### src/rtl/ibex_rf_wb_pkg.sv
// ibex_rf_wb_pkg
//   Shared types and constants for the register-file write-back buffer.
//   wb_entry_t : one buffered write (valid flag, destination register, data)
//   RegAddrW   : register address width
//   DataW      : register data width held in an entry
package ibex_rf_wb_pkg;

  localparam int unsigned RegAddrW = 5;
  localparam int unsigned DataW    = 32;

  typedef struct packed {
    logic                valid;
    logic [RegAddrW-1:0] addr;
    logic [DataW-1:0]    data;
  } wb_entry_t;

endpackage

### src/rtl/ibex_rf_wb_match.sv
// ibex_rf_wb_match
//   Combinational address lookup over the buffer entries.
//   entries_i : buffer contents
//   mask_i    : per-entry enable; masked entries never hit
//   addr_i    : register address to look up (x0 never hits)
//   hit_oh_o  : one-hot hit vector
//   hit_o     : any entry hit
//   data_o    : data of the hitting entry, zero on miss
module ibex_rf_wb_match
  import ibex_rf_wb_pkg::*;
#(
  parameter int unsigned Depth = 4
) (
  input  wb_entry_t           entries_i [Depth],
  input  logic [Depth-1:0]    mask_i,
  input  logic [RegAddrW-1:0] addr_i,
  output logic [Depth-1:0]    hit_oh_o,
  output logic                hit_o,
  output logic [DataW-1:0]    data_o
);

  // NOTE: every variable written in always_comb gets a default first, so no
  // path through the block can leave it unassigned and infer a latch.
  always_comb begin
    hit_oh_o = '0;
    data_o   = '0;
    for (int i = 0; i < int'(Depth); i++) begin
      hit_oh_o[i] = mask_i[i] & entries_i[i].valid &
                    (entries_i[i].addr == addr_i) & (addr_i != '0);
      // At most one entry per address exists, so an OR-mux is exact.
      if (hit_oh_o[i]) data_o = data_o | entries_i[i].data;
    end
  end

  assign hit_o = |hit_oh_o;

endmodule

### src/rtl/ibex_rf_wb_buffer.sv
// ibex_rf_wb_buffer
//   Write-back staging buffer between WB and the register-file write port.
//   Queues results in order, coalesces repeat writes to one register in place,
//   and forwards pending data to both ID read ports.
//   WB side : wb_valid_i/wb_addr_i/wb_data_i in, wb_ready_o out
//   RF side : rf_we_o/rf_waddr_o/rf_wdata_o out, rf_ready_i in
//   Reads   : raddr_{a,b}_i in, fwd_{a,b}_valid_o/fwd_{a,b}_data_o out
//   Status  : empty_o, full_o, wr_count_o (RF writes), coalesce_cnt_o
module ibex_rf_wb_buffer
  import ibex_rf_wb_pkg::*;
#(
  parameter int unsigned DataWidth = 32,
  parameter int unsigned Depth     = 4,
  parameter int unsigned CntWidth  = 32
) (
  input  logic                 clk_i,
  input  logic                 rst_ni,
  input  logic                 wb_valid_i,
  input  logic [RegAddrW-1:0]  wb_addr_i,
  input  logic [DataWidth-1:0] wb_data_i,
  output logic                 wb_ready_o,
  output logic                 rf_we_o,
  output logic [RegAddrW-1:0]  rf_waddr_o,
  output logic [DataWidth-1:0] rf_wdata_o,
  input  logic                 rf_ready_i,
  input  logic [RegAddrW-1:0]  raddr_a_i,
  output logic                 fwd_a_valid_o,
  output logic [DataWidth-1:0] fwd_a_data_o,
  input  logic [RegAddrW-1:0]  raddr_b_i,
  output logic                 fwd_b_valid_o,
  output logic [DataWidth-1:0] fwd_b_data_o,
  output logic                 empty_o,
  output logic                 full_o,
  output logic [CntWidth-1:0]  wr_count_o,
  output logic [CntWidth-1:0]  coalesce_cnt_o
);

  localparam int unsigned PtrW   = $clog2(Depth);
  localparam int unsigned CountW = PtrW + 1;

  wb_entry_t          entries_q [Depth];
  wb_entry_t          head;
  logic [PtrW-1:0]    head_q, tail_q;
  logic [CountW-1:0]  count_q, count_d;
  logic               empty_q, full_q;
  logic [CntWidth-1:0] wr_cnt_q, coal_cnt_q;

  logic               pop, push, addr_zero, do_coal, do_alloc;
  logic [Depth-1:0]   coal_mask, coal_oh;
  logic               coal_hit;
  logic [DataW-1:0]   coal_data_unused;
  logic [Depth-1:0]   a_oh_unused, b_oh_unused;
  logic               a_hit, b_hit;
  logic [DataW-1:0]   a_data, b_data;

  // ---------------------------------------------------------------------------
  // RF side: head entry drives the write port directly (no WB->RF bypass).
  // ---------------------------------------------------------------------------
  assign head       = entries_q[head_q];
  assign rf_we_o    = head.valid;
  assign rf_waddr_o = head.addr;
  assign rf_wdata_o = head.data;
  assign pop        = rf_we_o & rf_ready_i;

  // ---------------------------------------------------------------------------
  // Coalesce lookup. The head is excluded while it is being popped: its write
  // is already committed, so a same-address push must queue behind it. A head
  // not popped this cycle may still be rewritten in place.
  // ---------------------------------------------------------------------------
  always_comb begin
    coal_mask = '1;
    if (pop) coal_mask[head_q] = 1'b0;
  end

  ibex_rf_wb_match #(.Depth(Depth)) u_coal_match (
    .entries_i (entries_q),
    .mask_i    (coal_mask),
    .addr_i    (wb_addr_i),
    .hit_oh_o  (coal_oh),
    .hit_o     (coal_hit),
    .data_o    (coal_data_unused)
  );

  assign addr_zero  = (wb_addr_i == '0);
  // x0 writes are always taken and dropped; a pop frees a slot this cycle.
  assign wb_ready_o = ~full_q | coal_hit | pop | addr_zero;
  assign push       = wb_valid_i & wb_ready_o;
  assign do_coal    = push & ~addr_zero & coal_hit;
  assign do_alloc   = push & ~addr_zero & ~coal_hit;

  always_comb begin
    count_d = count_q;
    case ({do_alloc, pop})
      2'b10:   count_d = count_q + 1'b1;
      2'b01:   count_d = count_q - 1'b1;
      default: count_d = count_q;
    endcase
  end

  // ---------------------------------------------------------------------------
  // Forwarding: an incoming push beats the buffered copy of the same register.
  // ---------------------------------------------------------------------------
  ibex_rf_wb_match #(.Depth(Depth)) u_fwd_a_match (
    .entries_i (entries_q),
    .mask_i    ({Depth{1'b1}}),
    .addr_i    (raddr_a_i),
    .hit_oh_o  (a_oh_unused),
    .hit_o     (a_hit),
    .data_o    (a_data)
  );

  ibex_rf_wb_match #(.Depth(Depth)) u_fwd_b_match (
    .entries_i (entries_q),
    .mask_i    ({Depth{1'b1}}),
    .addr_i    (raddr_b_i),
    .hit_oh_o  (b_oh_unused),
    .hit_o     (b_hit),
    .data_o    (b_data)
  );

  always_comb begin
    fwd_a_valid_o = 1'b0;
    fwd_a_data_o  = '0;
    if (raddr_a_i != '0) begin
      if (push && (wb_addr_i == raddr_a_i)) begin
        fwd_a_valid_o = 1'b1;
        fwd_a_data_o  = wb_data_i;
      end else if (a_hit) begin
        fwd_a_valid_o = 1'b1;
        fwd_a_data_o  = a_data;
      end
    end
  end

  always_comb begin
    fwd_b_valid_o = 1'b0;
    fwd_b_data_o  = '0;
    if (raddr_b_i != '0) begin
      if (push && (wb_addr_i == raddr_b_i)) begin
        fwd_b_valid_o = 1'b1;
        fwd_b_data_o  = wb_data_i;
      end else if (b_hit) begin
        fwd_b_valid_o = 1'b1;
        fwd_b_data_o  = b_data;
      end
    end
  end

  // ---------------------------------------------------------------------------
  // State
  // ---------------------------------------------------------------------------
  // NOTE: the entry array is tiny, so it is reset in full (data too); this keeps
  // rf_wdata_o defined out of reset and makes reset discard pending writes.
  always_ff @(posedge clk_i or negedge rst_ni) begin
    if (!rst_ni) begin
      for (int i = 0; i < int'(Depth); i++) entries_q[i] <= '0;
      head_q     <= '0;
      tail_q     <= '0;
      count_q    <= '0;
      empty_q    <= 1'b1;
      full_q     <= 1'b0;
      wr_cnt_q   <= '0;
      coal_cnt_q <= '0;
    end else begin
      // NOTE: non-blocking updates, last one wins. When full, push+pop targets
      // the same slot (tail == head); the allocate below must override the
      // pop's valid clear, so it is written after it.
      if (pop) begin
        entries_q[head_q].valid <= 1'b0;
        head_q                  <= head_q + 1'b1;
      end
      if (do_coal) begin
        for (int i = 0; i < int'(Depth); i++) begin
          if (coal_oh[i]) entries_q[i].data <= wb_data_i;
        end
      end
      if (do_alloc) begin
        entries_q[tail_q] <= '{valid: 1'b1, addr: wb_addr_i, data: wb_data_i};
        tail_q            <= tail_q + 1'b1;
      end
      count_q <= count_d;
      empty_q <= (count_d == '0);
      full_q  <= (count_d == CountW'(Depth));
      if (pop && !(&wr_cnt_q))       wr_cnt_q   <= wr_cnt_q + 1'b1;
      if (do_coal && !(&coal_cnt_q)) coal_cnt_q <= coal_cnt_q + 1'b1;
    end
  end

  assign empty_o        = empty_q;
  assign full_o         = full_q;
  assign wr_count_o     = wr_cnt_q;
  assign coalesce_cnt_o = coal_cnt_q;

  // ---------------------------------------------------------------------------
  // Invariants
  // ---------------------------------------------------------------------------
  logic dup_addr;
  always_comb begin
    dup_addr = 1'b0;
    for (int i = 0; i < int'(Depth); i++) begin
      for (int j = i + 1; j < int'(Depth); j++) begin
        if (entries_q[i].valid && entries_q[j].valid &&
            (entries_q[i].addr == entries_q[j].addr)) begin
          dup_addr = 1'b1;
        end
      end
    end
  end

  a_unique_addr: assert property (@(posedge clk_i) disable iff (!rst_ni) !dup_addr);
  a_count_range: assert property (@(posedge clk_i) disable iff (!rst_ni)
                                  count_q <= CountW'(Depth));
  a_head_valid:  assert property (@(posedge clk_i) disable iff (!rst_ni)
                                  rf_we_o == (count_q != '0));

endmodule

### config.mk
export PLATFORM = sky130hd
export DESIGN_NAME = ibex_rf_wb_buffer
export DESIGN_NICKNAME = d
export VERILOG_FILES = /design/src/rtl/ibex_rf_wb_pkg.sv /design/src/rtl/ibex_rf_wb_match.sv /design/src/rtl/ibex_rf_wb_buffer.sv
export SDC_FILE = /design/constraint.sdc
export NUM_CORES = 1
export LEC_CHECK = 0
export ABC_AREA = 0
export BUFFER_PORTS_ARGS = -buffer_cell sky130_fd_sc_hd__buf_4
export CAP_MARGIN = 40
export CELL_PAD_IN_SITES_DETAIL_PLACEMENT = 1
export CELL_PAD_IN_SITES_GLOBAL_PLACEMENT = 1
export CORE_MARGIN = 2
export CORE_UTILIZATION = 49
export DETAILED_ROUTE_END_ITERATION = 6
export GPL_TIMING_DRIVEN = 0
export PLACE_DENSITY_LB_ADDON = 0.1
export SLEW_MARGIN = 5
export SYNTH_ARGS = -nofsm -noshare
export SYNTH_HDL_FRONTEND = slang
export SYNTH_HIERARCHICAL = 1
export SYNTH_SLANG_ARGS = --single-unit
export TNS_END_PERCENT = 50
### constraint.sdc
create_clock -name clk_i -period 10.55 [get_ports clk_i]
set_input_delay 2.11 -clock clk_i [delete_from_list [all_inputs] [get_ports clk_i]]
set_output_delay 2.11 -clock clk_i [all_outputs]
set_load 0.01 [all_outputs]
==> results.md, run 1 <==
- Hold path start: count_q[2]
- Power share of the clock group: approximately a fifth
- Hold path endpoint: count_q[2]
- Register-to-register path setup slack: 5.73 ns
- Area delta synth->final: 22.0%
- Remaining DRCs: 1
- Critical Path Fanout Max: 10
- Mapped Cells: 1335
- TritonCTS Buffers: 26
- Pre-CTS setup slack: around 3 ns
- Mapped Area: 0.0140 mm^2
- Final WS setup: ~2.8 ns
- Total setup buffers inserted after CTS: 0
- Min-Delay Path Depth: 1
- Fin Clk Skew: 0.00861 ns
- Share of cells above drive strength 1: around a third
- Worst Path Required: 8.44 ns
- Met2 usage: approximately 55%
- Clk Latency, worst-skew pair: 0.54 ns
- # rows: just over 60
- GRT met1 Usage: 40.9%
- Core area: 0.0279 mm^2
- Drt total wl: 48800 um
- DR WL/cell: 24.5 um
- CTS tree: yes
- Die ar.: 0.0298 mm^2
- Vias: 12716
- Starting density of the core: 50.0%
- Ys Warns: 6
- Power Dens Cells: ~250 mW/mm^2
- Setup TNS: 0 ns
- Status: finished, violations left
- Data arrival time of the worst path: 5.60 ns
- Fin. Hold Viols: 0
- Internal cell power: 2.70 mW
- Clock-pin slew on the worst setup and hold paths: 0.06 ns
- Top Ports: 222
- Switching share of power: 37.8%
- Ant diodes: 0
- Nets: 1658
- Met3 Use GR: 6.18%
- Max_slew headroom: roughly 36%
- Fillers: 3090
- Post-CTS sizing: 0
- WS Path Type: in2out
- RSZ-0062 raised after global routing: no
- Overall Power: 4.34 mW
- GRT busiest layer: met2
- Max Buffers Root-to-Sink: 3
- Number of setup violations in the final report: 0
- Max Cap Viol: 0
- Critical path startpoint category: input pin
- Fmax: 130 MHz
- FF-to-FF Start: head_q[1]
- First-pass GRT wire length: 77400 um
- DIE WIDTH: around 170 um
- Worst VDD drop: 0.0000999 V
- Initial drt markers: ~1200
- Routability cong.: 0.918
- LEAKAGE: around 7.5 nW
- GRT Total Usage: 32.5%
- Reg power frac: 37.0%
- Initial antenna violation count: 0
- Port bufs: 216
- GRT overflow: 0
- Hold Path Class: reg2reg
- Drt first pass iters: 7
- Switching power total: 1.64 mW
- Clock sink count: 225
- Crit Reg-Reg Endpoint: full_o
- Clock Tree Root: clkbuf_16
- Syn avg cell area: 10.5 um^2
- Htree depth: 1
- Number of global-route vias before repair: 13589
- Violated checks: DRC
- Min Tclk post-route: 7.71 ns
- Worst Tran Pin Value: 0.951 ns
- Die height: 173 um
- Combinational cell fraction of total power: 42.5%
- Pins Over Slew Limit: 0
- Worst setup EP type: output pin
- Worst r2r path cells: 18
- Period utilization: 73.0%
- Hold_buf cts: 0
- DRT antenna net count: 0
- HPWL Detailed: 34500 um
- Vias/cell: 6.38
- Largest net degree at the start of global routing: between 90 and 100
[sequential cells by signal, summed over array words and instances (netlist names)]
register and flops:
head_q 2, tail_q 2, entries_q 152, full_o 1, coalesce_cnt_o 32, wr_count_o 32, empty_o 1, count_q 3
[worst max-delay path, stage by stage]
cell and delay, ns:
buf_4 0.09, nand2_1 0.08, o22a_1 0.30, inv_1 0.09, buf_2 0.22, nand2_1 0.11, nand3_1 0.11, nor3_2 0.05
or4_1 0.58, a21oi_1 0.27, a31oi_1 0.24, and2_1 0.31, clkbuf_1 0.29, o21ai_0 0.52, buf_4 0.22
[metrics by stage]
stage	util [%]	area, um^2	hold slack [ns]	cells
5_1_grt	61.0	17000	0.513	1992
3_3_place_gp	57.6	16100	0.459	1936
4_1_cts	61.0	17000	0.478	1992
2_1_floorplan	-	14000	0.446	1342
3_5_place_dp	58.0	16200	0.468	1945
6_report	61.0	17000	0.471	1992
[cell usage in the layout (no fill, tap or decap), drive strengths merged, types with 3 or more instances in the layout]
| master | n |
|---|---|
| and2 | 5 |
| nor3 | 27 |
| and4 | 6 |
| nor4b | 6 |
| inv | 11 |
| clkinv | 13 |
| nand2 | 159 |
| buf | 284 |
| nor2 | 16 |
| conb | 8 |
| xor2 | 38 |
| nand4 | 96 |
| a222oi | 42 |
| nor4 | 22 |
| a31oi | 3 |
| o21ai | 66 |
| a22oi | 44 |
| a21oi | 5 |
| or3 | 3 |
| mux4 | 37 |
| mux2 | 152 |
| xnor2 | 96 |
| ha | 11 |
| nand3 | 102 |
| clkbuf | 95 |
| or4 | 6 |
| dfrtp | 224 |
| and3 | 13 |
[cell type report]
type	count	area, um^2	share of cell area [%]
buffer	123	632	3.71
clock buffer	31	721	4.23
clock inverter	16	111	0.654
inverter	10	37.5	0.220
multi-input combinational	984	7680	45.1
sequential	225	5630	33.1
tap	378	473	2.78
timing repair buffer	225	1740	10.2
[power by group through the flow]
| stage | Combinational [mW] | Clock, mW | Sequential [mW] |
|---|---|---|---|
| after global routing | 1.97 | 0.940 | 1.65 |
| after detailed placement | 1.83 | 0 | 1.60 |
| after global placement | 1.75 | 0 | 1.56 |
| after floorplan | 1.21 | 0 | 1.48 |
| final | 1.84 | 0.892 | 1.61 |
| after CTS | 1.85 | 0.908 | 1.59 |
[layer usage]
layer	vias to the layer above	share of wire, %
met4	0	3.9
met3	147	7.9
li1	5521	-
met5	-	0
met1	6442	40
met2	606	49
[how the worst max path moves through the flow]
stage / from / endpoint / slack [ns] / cells past startpoint
3_3_place_gp: rf_ready_i / fwd_a_data_o[7] / 3.09 / 15
6_report: rf_ready_i / fwd_a_data_o[7] / 2.84 / 15
4_1_cts: rf_ready_i / fwd_a_data_o[7] / 2.99 / 15
2_1_floorplan: wb_addr_i[3] / fwd_b_data_o[22] / 3.94 / 10
5_1_grt: rf_ready_i / fwd_a_data_o[7] / 2.57 / 15
3_5_place_dp: rf_ready_i / fwd_a_data_o[7] / 2.99 / 15
Power figures use the tool's default switching activity.
==> run 2: changes to the inputs <==
--- a/config.mk
+++ b/config.mk
@@ -11,7 +11,7 @@
 export CELL_PAD_IN_SITES_DETAIL_PLACEMENT = 1
 export CELL_PAD_IN_SITES_GLOBAL_PLACEMENT = 1
 export CORE_MARGIN = 2
-export CORE_UTILIZATION = 49
+export CORE_UTILIZATION = 45
 export DETAILED_ROUTE_END_ITERATION = 6
 export GPL_TIMING_DRIVEN = 0
 export PLACE_DENSITY_LB_ADDON = 0.1
==> constraint.sdc (replaced) <==
create_clock -name clk_i -period 7.7 [get_ports clk_i]
set_input_delay 1.54 -clock clk_i [delete_from_list [all_inputs] [get_ports clk_i]]
set_output_delay 1.54 -clock clk_i [all_outputs]
set_load 0.01 [all_outputs]
==> results.md, run 2 (synthesis results as in run 1) <==
- Fmax: 147 MHz
- TritonCTS Buffers: 27 (+3.8%)
- Switching power total: 2.21 mW (+35%)
- Vias/cell: 6.27 (-1.8%)
- Status: complete, no violations
- HPWL Detailed: 34600 um (+0.33%)
- RSZ-0062 raised after global routing: no
- CTS tree: yes
- Drt first pass iters: 6 (-1)
- Drt total wl: 48600 um (-0.39%)
- Number of setup violations in the final report: 0 (unchanged)
- Hold path endpoint: coalesce_cnt_o[10]
- Top Ports: 222 (unchanged)
- Worst Path Required: 6.16 ns (-2.28 ns)
- Combinational cell fraction of total power: 42.5% (about the same)
- Pins Over Slew Limit: 0 (unchanged)
- Crit Reg-Reg Endpoint: full_o
- Final WS setup: 0.896 ns (-1.95 ns)
- # rows: 64 (+4.9%)
- Remaining DRCs: 0 (-1)
- Initial antenna violation count: 1 (+1)
- Worst VDD drop: 0.000174 V (+75%)
- Area delta synth->final: 22.1% (about the same)
- Critical path startpoint category: register
- DR WL/cell: 24.2 um (-1.4%)
- Switching share of power: 37.4% (-0.32 points)
- GRT overflow: 0 (unchanged)
- Clk Latency, worst-skew pair: 0.55 ns (about the same)
- Number of global-route vias before repair: 13174 (-3.1%)
- Clock-pin slew on the worst setup and hold paths: 0.06 ns (about the same)
- Min Tclk post-route: roughly 6.8 ns
- Max Buffers Root-to-Sink: 3 (unchanged)
- First-pass GRT wire length: 76400 um (-1.2%)
- Hold Path Class: reg2reg
- Worst Tran Pin Value: 1.02 ns (+0.0664 ns)
- Power Dens Cells: 346 mW/mm^2 (+36%)
- Core area: 0.0306 mm^2 (+9.5%)
- LEAKAGE: 7.49 nW (-0.24%)
- Initial drt markers: 1076 (-9.4%)
- Internal cell power: 3.69 mW (+37%)
- Fin. Hold Viols: 0 (unchanged)
- Largest net degree at the start of global routing: 95 (-2.1%)
- Max FFs per register: 152 (unchanged)
- Critical Path Fanout Max: 10 (unchanged)
- Reg power frac: 37.2% (+0.2 points)
- Port bufs: 216 (unchanged)
- Data arrival time of the worst path: 5.26 ns (-0.34 ns)
- Routability cong.: 0.907 (-1.2%)
- Fin Hold WS: 0.488 ns (+0.0165 ns)
- Post-CTS sizing: 0 (unchanged)
- Hold path start: coalesce_cnt_o[10]
- DIE WIDTH: 180 um (+4.2%)
- Fin area: 0.0170 mm^2 (about the same)
- GRT Total Usage: 29.6% (-2.9 points)
- Clock sink count: 225 (unchanged)
- Register-to-register path setup slack: 2.93 ns (-2.80 ns)
- Commonest non-fill, non-tap cell in the layout: dfrtp_1
- Power share of the clock group: 20.3% (-0.3 points)
- Htree depth: 1 (unchanged)
- Max Cap Viol: 0 (unchanged)
- Nets: 1660 (+0.12%)
- Pre-CTS setup slack: 1.23 ns (-1.76 ns)
- Fin Clk Skew: 0.0195 ns (+0.0109 ns)
- Cell area after placement: 0.0162 mm^2 (+0.21%)
- Commonest non-fill, non-tap cells in the layout: 224 x dfrtp_1, 223 x buf_4, 159 x nand2_1
- Total setup buffers inserted after CTS: 0 (unchanged)
- Worst setup EP type: output pin
- Starting density of the core: 45.6% (-4.3 points)
- Top reg by flops: entries_q
- Hold_buf cts: 0 (unchanged)
- Die ar.: 0.0324 mm^2 (+8.7%)
- DRT antenna net count: 0 (unchanged)
- Share of cells above drive strength 1: 32.3% (-0.45 points)
- Die height: 180 um (+4.2%)
- WS Path Type: reg2out
- FF-to-FF Start: head_q[1]
- Min-Delay Path Depth: 1 (unchanged)
- Period utilization: just under 90%
- Setup TNS: 0 ns (unchanged)
- Vias: 12615 (-0.79%)
- Max_slew headroom: 31.6% (-4.5 points)
- Clock Tree Root: clkbuf_16
- Worst r2r path cells: 18 (unchanged)
==> run 2: cell count changes in the layout (fill, tap and decap cells not counted), sizes merged <==
cell | before | now
buf | 284 | 285
clkbuf | 95 | 101
clkinv | 13 | 8
clkinvlp | 1 | 0
diode | 0 | 1
==> run 2: through the flow <==
step | power (mW) | cells | util, %
global route | 6.23 | 2012 | 55.7
CTS | 5.92 | 2011 | 55.7
detailed placement | 4.71 | 1964 | 53.1
floorplan | 3.69 | 1342 | -
global placement | 4.56 | 1954 | 52.6
finish | 5.90 | 2012 | 55.7
==> run 2: layout make-up <==
type / count / area (um^2)
diodes: 1 / 2.50
clock inverters: 10 / 78.8
fillers: 3418 / 13600
clock buffers: 37 / 723
inverters: 10 / 37.5
repair buffers: 226 / 1760
well taps: 396 / 495
flip-flops and latches: 225 / 5630
plain buffers: 123 / 632
multi-input cells: 984 / 7680
==> run 2: power groups by stage <==
| stage | clock network, mW | logic, mW | registers (mW) |
|---|---|---|---|
| final | 1.20 | 2.51 | 2.20 |
| after global routing | 1.27 | 2.69 | 2.27 |
| after CTS | 1.22 | 2.52 | 2.18 |
| after detailed placement | 0 | 2.51 | 2.20 |
| after floorplan | 0 | 1.66 | 2.03 |
| after global placement | 0 | 2.41 | 2.15 |
==> run 2: how the worst max path moves through the flow <==
| stage | start | to | slack, ns | cells after the start |
|---|---|---|---|---|
| after CTS | head_q[1] | fwd_b_data_o[15] | 0.91 | 15 |
| after global placement | rf_ready_i | fwd_b_data_o[7] | 1.36 | 15 |
| after detailed placement | rf_ready_i | fwd_b_data_o[15] | 1.23 | 15 |
| final | head_q[1] | fwd_a_data_o[12] | 0.90 | 16 |
| after global routing | head_q[1] | fwd_a_data_o[12] | 0.62 | 16 |
| after floorplan | wb_addr_i[3] | fwd_b_data_o[22] | 2.23 | 10 |
==> run 2: critical path, cell delays in order, from the launching register on <==
cell and delay (ns):
dfrtp_1 0.38, buf_2 0.19, clkbuf_1 0.50, buf_1 0.69, inv_1 0.20, ha_1 0.24
nand2_1 0.10, nand3_1 0.10, nor3_1 0.28, or4_1 0.20, a21oi_1 0.08, a31oi_1 0.40
buf_2 0.33, clkbuf_1 0.52, nand4_1 0.15, o21ai_0 0.18, buf_4 0.19
==> run 2: layer usage <==
layer	global-route usage [%]	up-vias	routed length [um]
li1	-	5518	-
met1	37.7	6377	19600
met2	49.4	578	23200
met3	5.58	142	3680
met4	12.4	0	2060
met5	0	-	0
